<file path="src/rtl/mmio_pkg.sv">
// Shared definitions for the memory-mapped UART transmitter: register
// offsets, STATUS/CTRL bit positions and the transmit FSM state type.
package mmio_pkg;

  // Word offsets from the block's base address
  localparam int REG_DATA   = 0;
  localparam int REG_STATUS = 1;
  localparam int REG_CTRL   = 2;

  // STATUS register bit positions
  localparam int STAT_FULL     = 0;
  localparam int STAT_EMPTY    = 1;
  localparam int STAT_BUSY     = 2;
  localparam int STAT_OVERFLOW = 3;
  localparam int STAT_CNT_LSB  = 4;
  localparam int STAT_CNT_MSB  = 7;

  // CTRL register bit positions
  localparam int CTRL_TX_EN  = 0;
  localparam int CTRL_IRQ_EN = 1;

  // Serial frame phases
  typedef enum logic [1:0] {
    IDLE  = 2'd0,
    START = 2'd1,
    DATA  = 2'd2,
    STOP  = 2'd3
  } tx_state_t;

endpackage

</file>
<file path="src/rtl/sync_fifo.sv">
// Single-clock FIFO with occupancy count. A push into a full FIFO is taken
// only when a pop happens in the same cycle, so the slot freed by the pop
// is reused and the count stays the same.
module sync_fifo #(
  parameter int WIDTH = 8,
  parameter int DEPTH = 8
) (
  input  logic                     clk,
  input  logic                     rst,
  input  logic                     push,
  input  logic [WIDTH-1:0]         wdata,
  input  logic                     pop,
  output logic [WIDTH-1:0]         rdata,
  output logic                     full,
  output logic                     empty,
  output logic [$clog2(DEPTH):0]   count
);

  localparam int AW = $clog2(DEPTH);

  logic [WIDTH-1:0] mem [DEPTH];
  logic [AW-1:0]    wr_ptr;
  logic [AW-1:0]    rd_ptr;
  logic [AW:0]      cnt;
  logic             do_pop;
  logic             do_push;

  assign empty   = (cnt == '0);
  assign full    = (cnt == (AW+1)'(DEPTH));
  assign count   = cnt;
  assign rdata   = mem[rd_ptr];
  assign do_pop  = pop && !empty;
  assign do_push = push && (!full || do_pop);

  // Pointer and occupancy bookkeeping; pointers wrap naturally at DEPTH
  always_ff @(posedge clk) begin
    if (rst) begin
      wr_ptr <= '0;
      rd_ptr <= '0;
      cnt    <= '0;
    end else begin
      if (do_push) wr_ptr <= wr_ptr + AW'(1);
      if (do_pop)  rd_ptr <= rd_ptr + AW'(1);
      case ({do_push, do_pop})
        2'b10:   cnt <= cnt + (AW+1)'(1);
        2'b01:   cnt <= cnt - (AW+1)'(1);
        default: cnt <= cnt;
      endcase
    end
  end

  // Storage array; contents need no reset because count gates every read
  always_ff @(posedge clk) begin
    if (do_push) mem[wr_ptr] <= wdata;
  end

endmodule

</file>
<file path="src/rtl/mmio_uart_tx.sv">
// Memory-mapped 8N1 serial transmitter. The CPU stores bytes to DATA, they
// queue in a small FIFO and the FSM shifts them out LSB first. STATUS and
// CTRL let software poll the queue or take a level interrupt when drained.
module mmio_uart_tx
  import mmio_pkg::*;
#(
  parameter logic [14:0] BASE_ADDR    = 15'h7F00,
  parameter int          CLKS_PER_BIT = 16,
  parameter int          FIFO_DEPTH   = 8
) (
  input  logic        clk,
  input  logic        rst,
  input  logic        bus_we,
  input  logic [14:0] bus_addr,
  input  logic [15:0] bus_wdata,
  output logic [15:0] bus_rdata,
  output logic        bus_sel,
  output logic        tx,
  output logic        irq
);

  localparam int BW = $clog2(CLKS_PER_BIT);
  localparam int CW = $clog2(FIFO_DEPTH) + 1;
  localparam logic [BW-1:0] BAUD_LAST = BW'(CLKS_PER_BIT - 1);

  logic [14:0]   offset;
  logic          hit;
  logic          wr_data;
  logic          wr_status;
  logic          wr_ctrl;
  logic          tx_en;
  logic          irq_en;
  logic          overflow;
  logic          fifo_full;
  logic          fifo_empty;
  logic [CW-1:0] fifo_count;
  logic [7:0]    fifo_rdata;
  logic          pop_req;
  logic          busy;
  logic [3:0]    cnt_sat;
  logic [15:0]   status_word;
  logic [15:0]   rdata_next;
  tx_state_t     state;
  logic [BW-1:0] baud_cnt;
  logic [2:0]    bit_cnt;
  logic [7:0]    shift_reg;
  logic          unused_wdata;

  // Addresses below the base wrap to large offsets, so one compare decodes
  assign offset    = bus_addr - BASE_ADDR;
  assign hit       = (offset < 15'd3);
  assign wr_data   = bus_we && hit && (offset == 15'(REG_DATA));
  assign wr_status = bus_we && hit && (offset == 15'(REG_STATUS));
  assign wr_ctrl   = bus_we && hit && (offset == 15'(REG_CTRL));

  assign unused_wdata = &{1'b0, bus_wdata[15:8]};

  assign busy = (state != IDLE);
  assign irq  = irq_en && fifo_empty && !busy;

  // A pop starts a frame from IDLE or chains one on the last stop-bit cycle
  assign pop_req = tx_en && !fifo_empty &&
                   ((state == IDLE) || ((state == STOP) && (baud_cnt == BAUD_LAST)));

  sync_fifo #(
    .WIDTH (8),
    .DEPTH (FIFO_DEPTH)
  ) u_fifo (
    .clk   (clk),
    .rst   (rst),
    .push  (wr_data),
    .wdata (bus_wdata[7:0]),
    .pop   (pop_req),
    .rdata (fifo_rdata),
    .full  (fifo_full),
    .empty (fifo_empty),
    .count (fifo_count)
  );

  // Assemble STATUS and select read data for the addressed register
  always_comb begin
    cnt_sat = (int'(fifo_count) > 15) ? 4'hF : 4'(fifo_count);
    status_word = '0;
    status_word[STAT_FULL]     = fifo_full;
    status_word[STAT_EMPTY]    = fifo_empty;
    status_word[STAT_BUSY]     = busy;
    status_word[STAT_OVERFLOW] = overflow;
    status_word[STAT_CNT_MSB:STAT_CNT_LSB] = cnt_sat;
    rdata_next = '0;
    if (hit) begin
      case (offset)
        15'(REG_STATUS): rdata_next = status_word;
        15'(REG_CTRL):   rdata_next = {14'd0, irq_en, tx_en};
        default:         rdata_next = '0;
      endcase
    end
  end

  // Bus read register, CTRL bits and the sticky overflow flag
  always_ff @(posedge clk) begin
    if (rst) begin
      bus_rdata <= '0;
      bus_sel   <= 1'b0;
      tx_en     <= 1'b0;
      irq_en    <= 1'b0;
      overflow  <= 1'b0;
    end else begin
      bus_rdata <= rdata_next;
      bus_sel   <= hit;
      if (wr_ctrl) begin
        tx_en  <= bus_wdata[CTRL_TX_EN];
        irq_en <= bus_wdata[CTRL_IRQ_EN];
      end
      if (wr_data && fifo_full && !pop_req) begin
        overflow <= 1'b1;
      end else if (wr_status && bus_wdata[STAT_OVERFLOW]) begin
        overflow <= 1'b0;
      end
    end
  end

  // Transmit FSM: start bit, eight data bits LSB first, stop bit
  always_ff @(posedge clk) begin
    if (rst) begin
      state     <= IDLE;
      tx        <= 1'b1;
      baud_cnt  <= '0;
      bit_cnt   <= '0;
      shift_reg <= '0;
    end else begin
      case (state)
        IDLE: begin
          tx <= 1'b1;
          if (pop_req) begin
            shift_reg <= fifo_rdata;
            baud_cnt  <= '0;
            bit_cnt   <= '0;
            tx        <= 1'b0;
            state     <= START;
          end
        end
        START: begin
          if (baud_cnt == BAUD_LAST) begin
            baud_cnt <= '0;
            tx       <= shift_reg[0];
            state    <= DATA;
          end else begin
            baud_cnt <= baud_cnt + BW'(1);
          end
        end
        DATA: begin
          if (baud_cnt == BAUD_LAST) begin
            baud_cnt <= '0;
            if (bit_cnt == 3'd7) begin
              tx    <= 1'b1;
              state <= STOP;
            end else begin
              bit_cnt   <= bit_cnt + 3'd1;
              shift_reg <= shift_reg >> 1;
              tx        <= shift_reg[1];
            end
          end else begin
            baud_cnt <= baud_cnt + BW'(1);
          end
        end
        STOP: begin
          if (baud_cnt == BAUD_LAST) begin
            baud_cnt <= '0;
            if (pop_req) begin
              shift_reg <= fifo_rdata;
              bit_cnt   <= '0;
              tx        <= 1'b0;
              state     <= START;
            end else begin
              tx    <= 1'b1;
              state <= IDLE;
            end
          end else begin
            baud_cnt <= baud_cnt + BW'(1);
          end
        end
        default: begin
          tx    <= 1'b1;
          state <= IDLE;
        end
      endcase
    end
  end

endmodule

</file>
<file path="config.mk">
export PLATFORM = sky130hd
export DESIGN_NAME = mmio_uart_tx
export DESIGN_NICKNAME = d
export VERILOG_FILES = /design/src/rtl/mmio_pkg.sv /design/src/rtl/sync_fifo.sv /design/src/rtl/mmio_uart_tx.sv
export SDC_FILE = /design/constraint.sdc
export NUM_CORES = 1
export LEC_CHECK = 0
export CAP_MARGIN = 20
export CORE_MARGIN = 2
export CORE_UTILIZATION = 40
export CTS_BUF_LIST = sky130_fd_sc_hd__clkbuf_16
export DETAILED_ROUTE_END_ITERATION = 16
export GPL_TIMING_DRIVEN = 0
export SYNTH_ARGS = -nofsm -noshare
export SYNTH_HDL_FRONTEND = slang
export SYNTH_SLANG_ARGS = --single-unit
</file>
<file path="constraint.sdc">
create_clock -name clk -period 3.7 [get_ports clk]
set_input_delay 0.555 -clock clk [delete_from_list [all_inputs] [get_ports clk]]
set_output_delay 0.555 -clock clk [all_outputs]
set_load 0.005 [all_outputs]
</file>
==> out/results.tsv <==
metric	value	unit
largest net degree at the start of global routing	20	
htree depth	3	
Antenna Nets Post-Route	0	
crit path kind	primary input to flip-flop	
mux contribution to synthesized area	10.8	%
clk buf depth	2	
Setup violations, final	0	
top post-synthesis cells by area	edfxtp_1 40%, dfxtp_1 18%, mux4_2 7.6%	
clock transition at the registers of the reported paths	0.07	ns
All-Layer GR Usage	15.0	%
RR Endpoint	u_fifo.count[2]$_SDFFE_PP0P_	
initial antenna violation count	0	
Synth Area in Compound Gates	8.14	%
CP arrival	3.64	ns
worst hold stages	1	
vias in the first global route	2934	
worst-margin pin slew	0.891	ns
Core ar.	11500	µm²
post-synthesis sequential area ratio	58.6	%
1st-iter DRT viols	201	
Internal	1820	µW
Psw	553	µW
Crit-path slowest cell	clkdlybuf4s50_1	
Fin Setup TNS	0	ns
crit path launch type	primary input	
asr flop ratio synth	0	%
port bufs	36	
Die Height	113	µm
part of the power in the clock network	38.3	%
Routed WL	9090	µm
DRC viols	3	
wire length per cell	16.1	µm
FF-to-FF path depth	14	
DIE AREA	12800	µm²
top-area cell type share of the netlist area	40.5	%
Layout Nets	464	
sw frac	23.3	%
predominant post-synthesis flop cell	edfxtp_1	
Max Freq	296	MHz
syn avg cell area	13.4	µm²
Mapped Area	4750	µm²
share of layout cells above drive strength 1	17.1	%
Pre-antenna DRT Iters	10	
Die W	113	µm
critical path peak fanout	10	
largest family of logic cells by synthesized area	simple AND/OR/NAND/NOR gates	
first-pass GRT wire length	14900	µm
Worst path max stage delay	0.47	ns
count of state elements after synthesis	107	
WHS Endpoint	shift_reg[5]$_SDFFE_PP0P_	
top cell type by total area after synthesis	edfxtp_1	
simple logic cell fraction of the synthesized area	14.5	%
HPWL Detailed	6390	µm
clock insertion delay at the later pin of the skew report	0.34	ns
number of CTS-inserted buffers	9	
HP Class	flip-flop to flip-flop	
# diodes	0	
Yosys warning total	0	
Post-Syn Instances	354	
Area Growth Syn to Fin	19.4	%
min Tclk post-route	3.38	ns
Worst VDD drop	0.000211	V
grt total ovfl	0	
max reg flops	64	
failing checks	DRC	
TritonCTS Sinks	107	
PwrDens	418	nW/µm²
Crit. End Element	flip-flop	
Slew HR	40.3	%
worst r2r src	state[0]$_SDFFE_PP0P_	
Tcrit/Tclk final	91.2	%
RePlAce Congestion	0.793	
fin. max-slew vios	0	
# IOs	53	
DP Area	5370	µm²
FP Rows	39	
status	finished, violations left	
design area	5670	µm²
hold bufs inserted after CTS	0	
hold_sp	shift_reg[5]$_SDFFE_PP0P_	
crit path cell chain	clkdlybuf4s50_1, ha_1, nor4_2, nand4b_1, or3_4, nand2b_4, buf_6, ha_2, xor2_1, ha_1, a21oi_1, xor2_1, or3_1, a21oi_1	
reg2reg setup slack	0.40	ns
Post-synth EDFFs	64	
initial core utilization	41.2	%
unrepaired setup endpoints after global routing	no	
xor/xnor share of the synthesized area	1.11	%
max_cap viols	0	
Comb power frac	7.9	%
vias post-DR	3011	
CTS Root Cell	clkbuf_16	
Pleak	0.00190	µW
TritonCTS clock tree	built	
synthesized-area fraction occupied by adder cells	3.69	%
Seq pwr share	53.8	%
Worst EP required	3.97	ns
vias per cell	5.34	
Hold Vio Cnt, Final	0	
clk_skew	0.00994	ns
Cell variety after synth	57	
[critical path, delay by kind of cell]
kind | cells | cell delay [ns]
simple gates | 5 | 1.22
fa+ha+maj | 3 | 0.73
buf+inv | 2 | 0.62
compound gates | 2 | 0.28
xor+xnor | 2 | 0.24
[metal layers]
layer | part of all wire, % | vias up | GRT usage (%)
met3 | 3.4 | 9 | 2.89
met4 | 1.3 | 0 | 5.45
met2 | 48 | 58 | 24.1
li1 | - | 1466 | -
met5 | 0 | - | 0
met1 | 47 | 1478 | 20.6
[through the flow]
stage	util, %	setup WS [ns]	hold WS (ns)	power, µW	cells
after global routing	49.3	0.116	0.509	2460	564
after global placement	46.1	-0.884	0.465	1480	540
after detailed placement	46.6	-0.294	0.462	1490	545
after floorplan	-	0.448	0.431	1410	361
final	49.3	0.325	0.485	2370	564
after CTS	49.0	0.0744	0.486	2390	561
[worst max-delay path by stage]
stage               cells past startpoint   startpoint  slack [ns]                           end
floorplan                              13  bus_addr[8]        0.45  u_fifo.count[2]$_SDFFE_PP0P_
global placement                        8  bus_addr[8]       -0.88    u_fifo.mem[0][7]$_DFFE_PP_
detailed placement                      8  bus_addr[8]       -0.29    u_fifo.mem[6][4]$_DFFE_PP_
CTS                                     8  bus_addr[8]        0.07    u_fifo.mem[6][4]$_DFFE_PP_
global route                           14  bus_addr[8]        0.12  u_fifo.count[2]$_SDFFE_PP0P_
finish                                 14  bus_addr[8]        0.32  u_fifo.count[2]$_SDFFE_PP0P_
[timing repair]
item / CTS / global route
resized for setup: 0 / 1
endpoints found under the setup margin: 0 / 1
buffers inserted: 0 / 1
endpoints found under the hold margin: 0 / 0
[layout by cell type, fill, tap and decap left out, drive strengths merged, types with 2 or more instances in the layout]
master,Yosys,final
dfxtp,43,43
a41oi,2,2
nor4b,7,7
and2,10,10
nand3b,8,8
o21ai,21,21
buf,15,23
nand2,7,7
nor2b,5,5
nor3,7,7
nor4,6,6
inv,5,9
xnor2,2,2
mux2i,14,14
nor2,30,30
edfxtp,64,64
mux4,16,16
clkdlybuf4s50,0,36
nor3b,3,3
a22oi,2,2
xor2,4,4
clkbuf,8,17
or3,5,5
conb,1,8
nand2b,3,3
a22o,6,6
and3,4,4
nand4,6,6
ha,14,14
a21oi,15,15
clkinv,0,3
nand3,4,4
[Yosys cell counts (3+ instances only)]
| cell | count |
|---|---|
| nand2_1 | 7 |
| and3_1 | 4 |
| edfxtp_1 | 64 |
| and2_1 | 10 |
| or3_1 | 4 |
| mux4_2 | 16 |
| o21ai_0 | 21 |
| mux2i_1 | 14 |
| nor4_1 | 4 |
| nor4b_2 | 4 |
| a21oi_1 | 15 |
| nor2_1 | 29 |
| inv_1 | 5 |
| xor2_1 | 4 |
| a22o_1 | 6 |
| buf_2 | 4 |
| nor3_1 | 6 |
| nor3b_1 | 3 |
| nand3_1 | 3 |
| nor2b_1 | 5 |
| nor4b_1 | 3 |
| nand4_1 | 6 |
| dfxtp_1 | 43 |
| buf_4 | 8 |
| nand3b_1 | 8 |
| clkbuf_1 | 8 |
| ha_1 | 14 |
[final cells by class]
cell class                      count  area (µm²)
Clock inverter                      7        55.1
Sequential cell                   107        2780
Fill cell                        1005        5840
Clock buffer                        9         225
Buffer                             23         129
Timing Repair Buffer               44         418
Inverter                            5        18.8
Tap cell                          143         179
Multi-Input combinational cell    226        1860
[cells by family after synthesis]
| kind of cell | after synthesis |
|---|---|
| other | 1 |
| buffers and inverters | 28 |
| multiplexers | 31 |
| XOR/XNOR | 6 |
| AO/OA/AOI/OAI | 57 |
| AND/OR/NAND/NOR | 110 |
| adder cells (fa/ha/maj) | 14 |
| flip-flops | 107 |
[power groups by stage]
stage	Clock, µW	Sequential [µW]	Combinational, µW
global placement	0	1300	183
detailed placement	0	1300	185
global route	978	1270	209
CTS	925	1270	186
floorplan	0	1300	108
finish	906	1270	188
(Power assumes the default switching activity.)
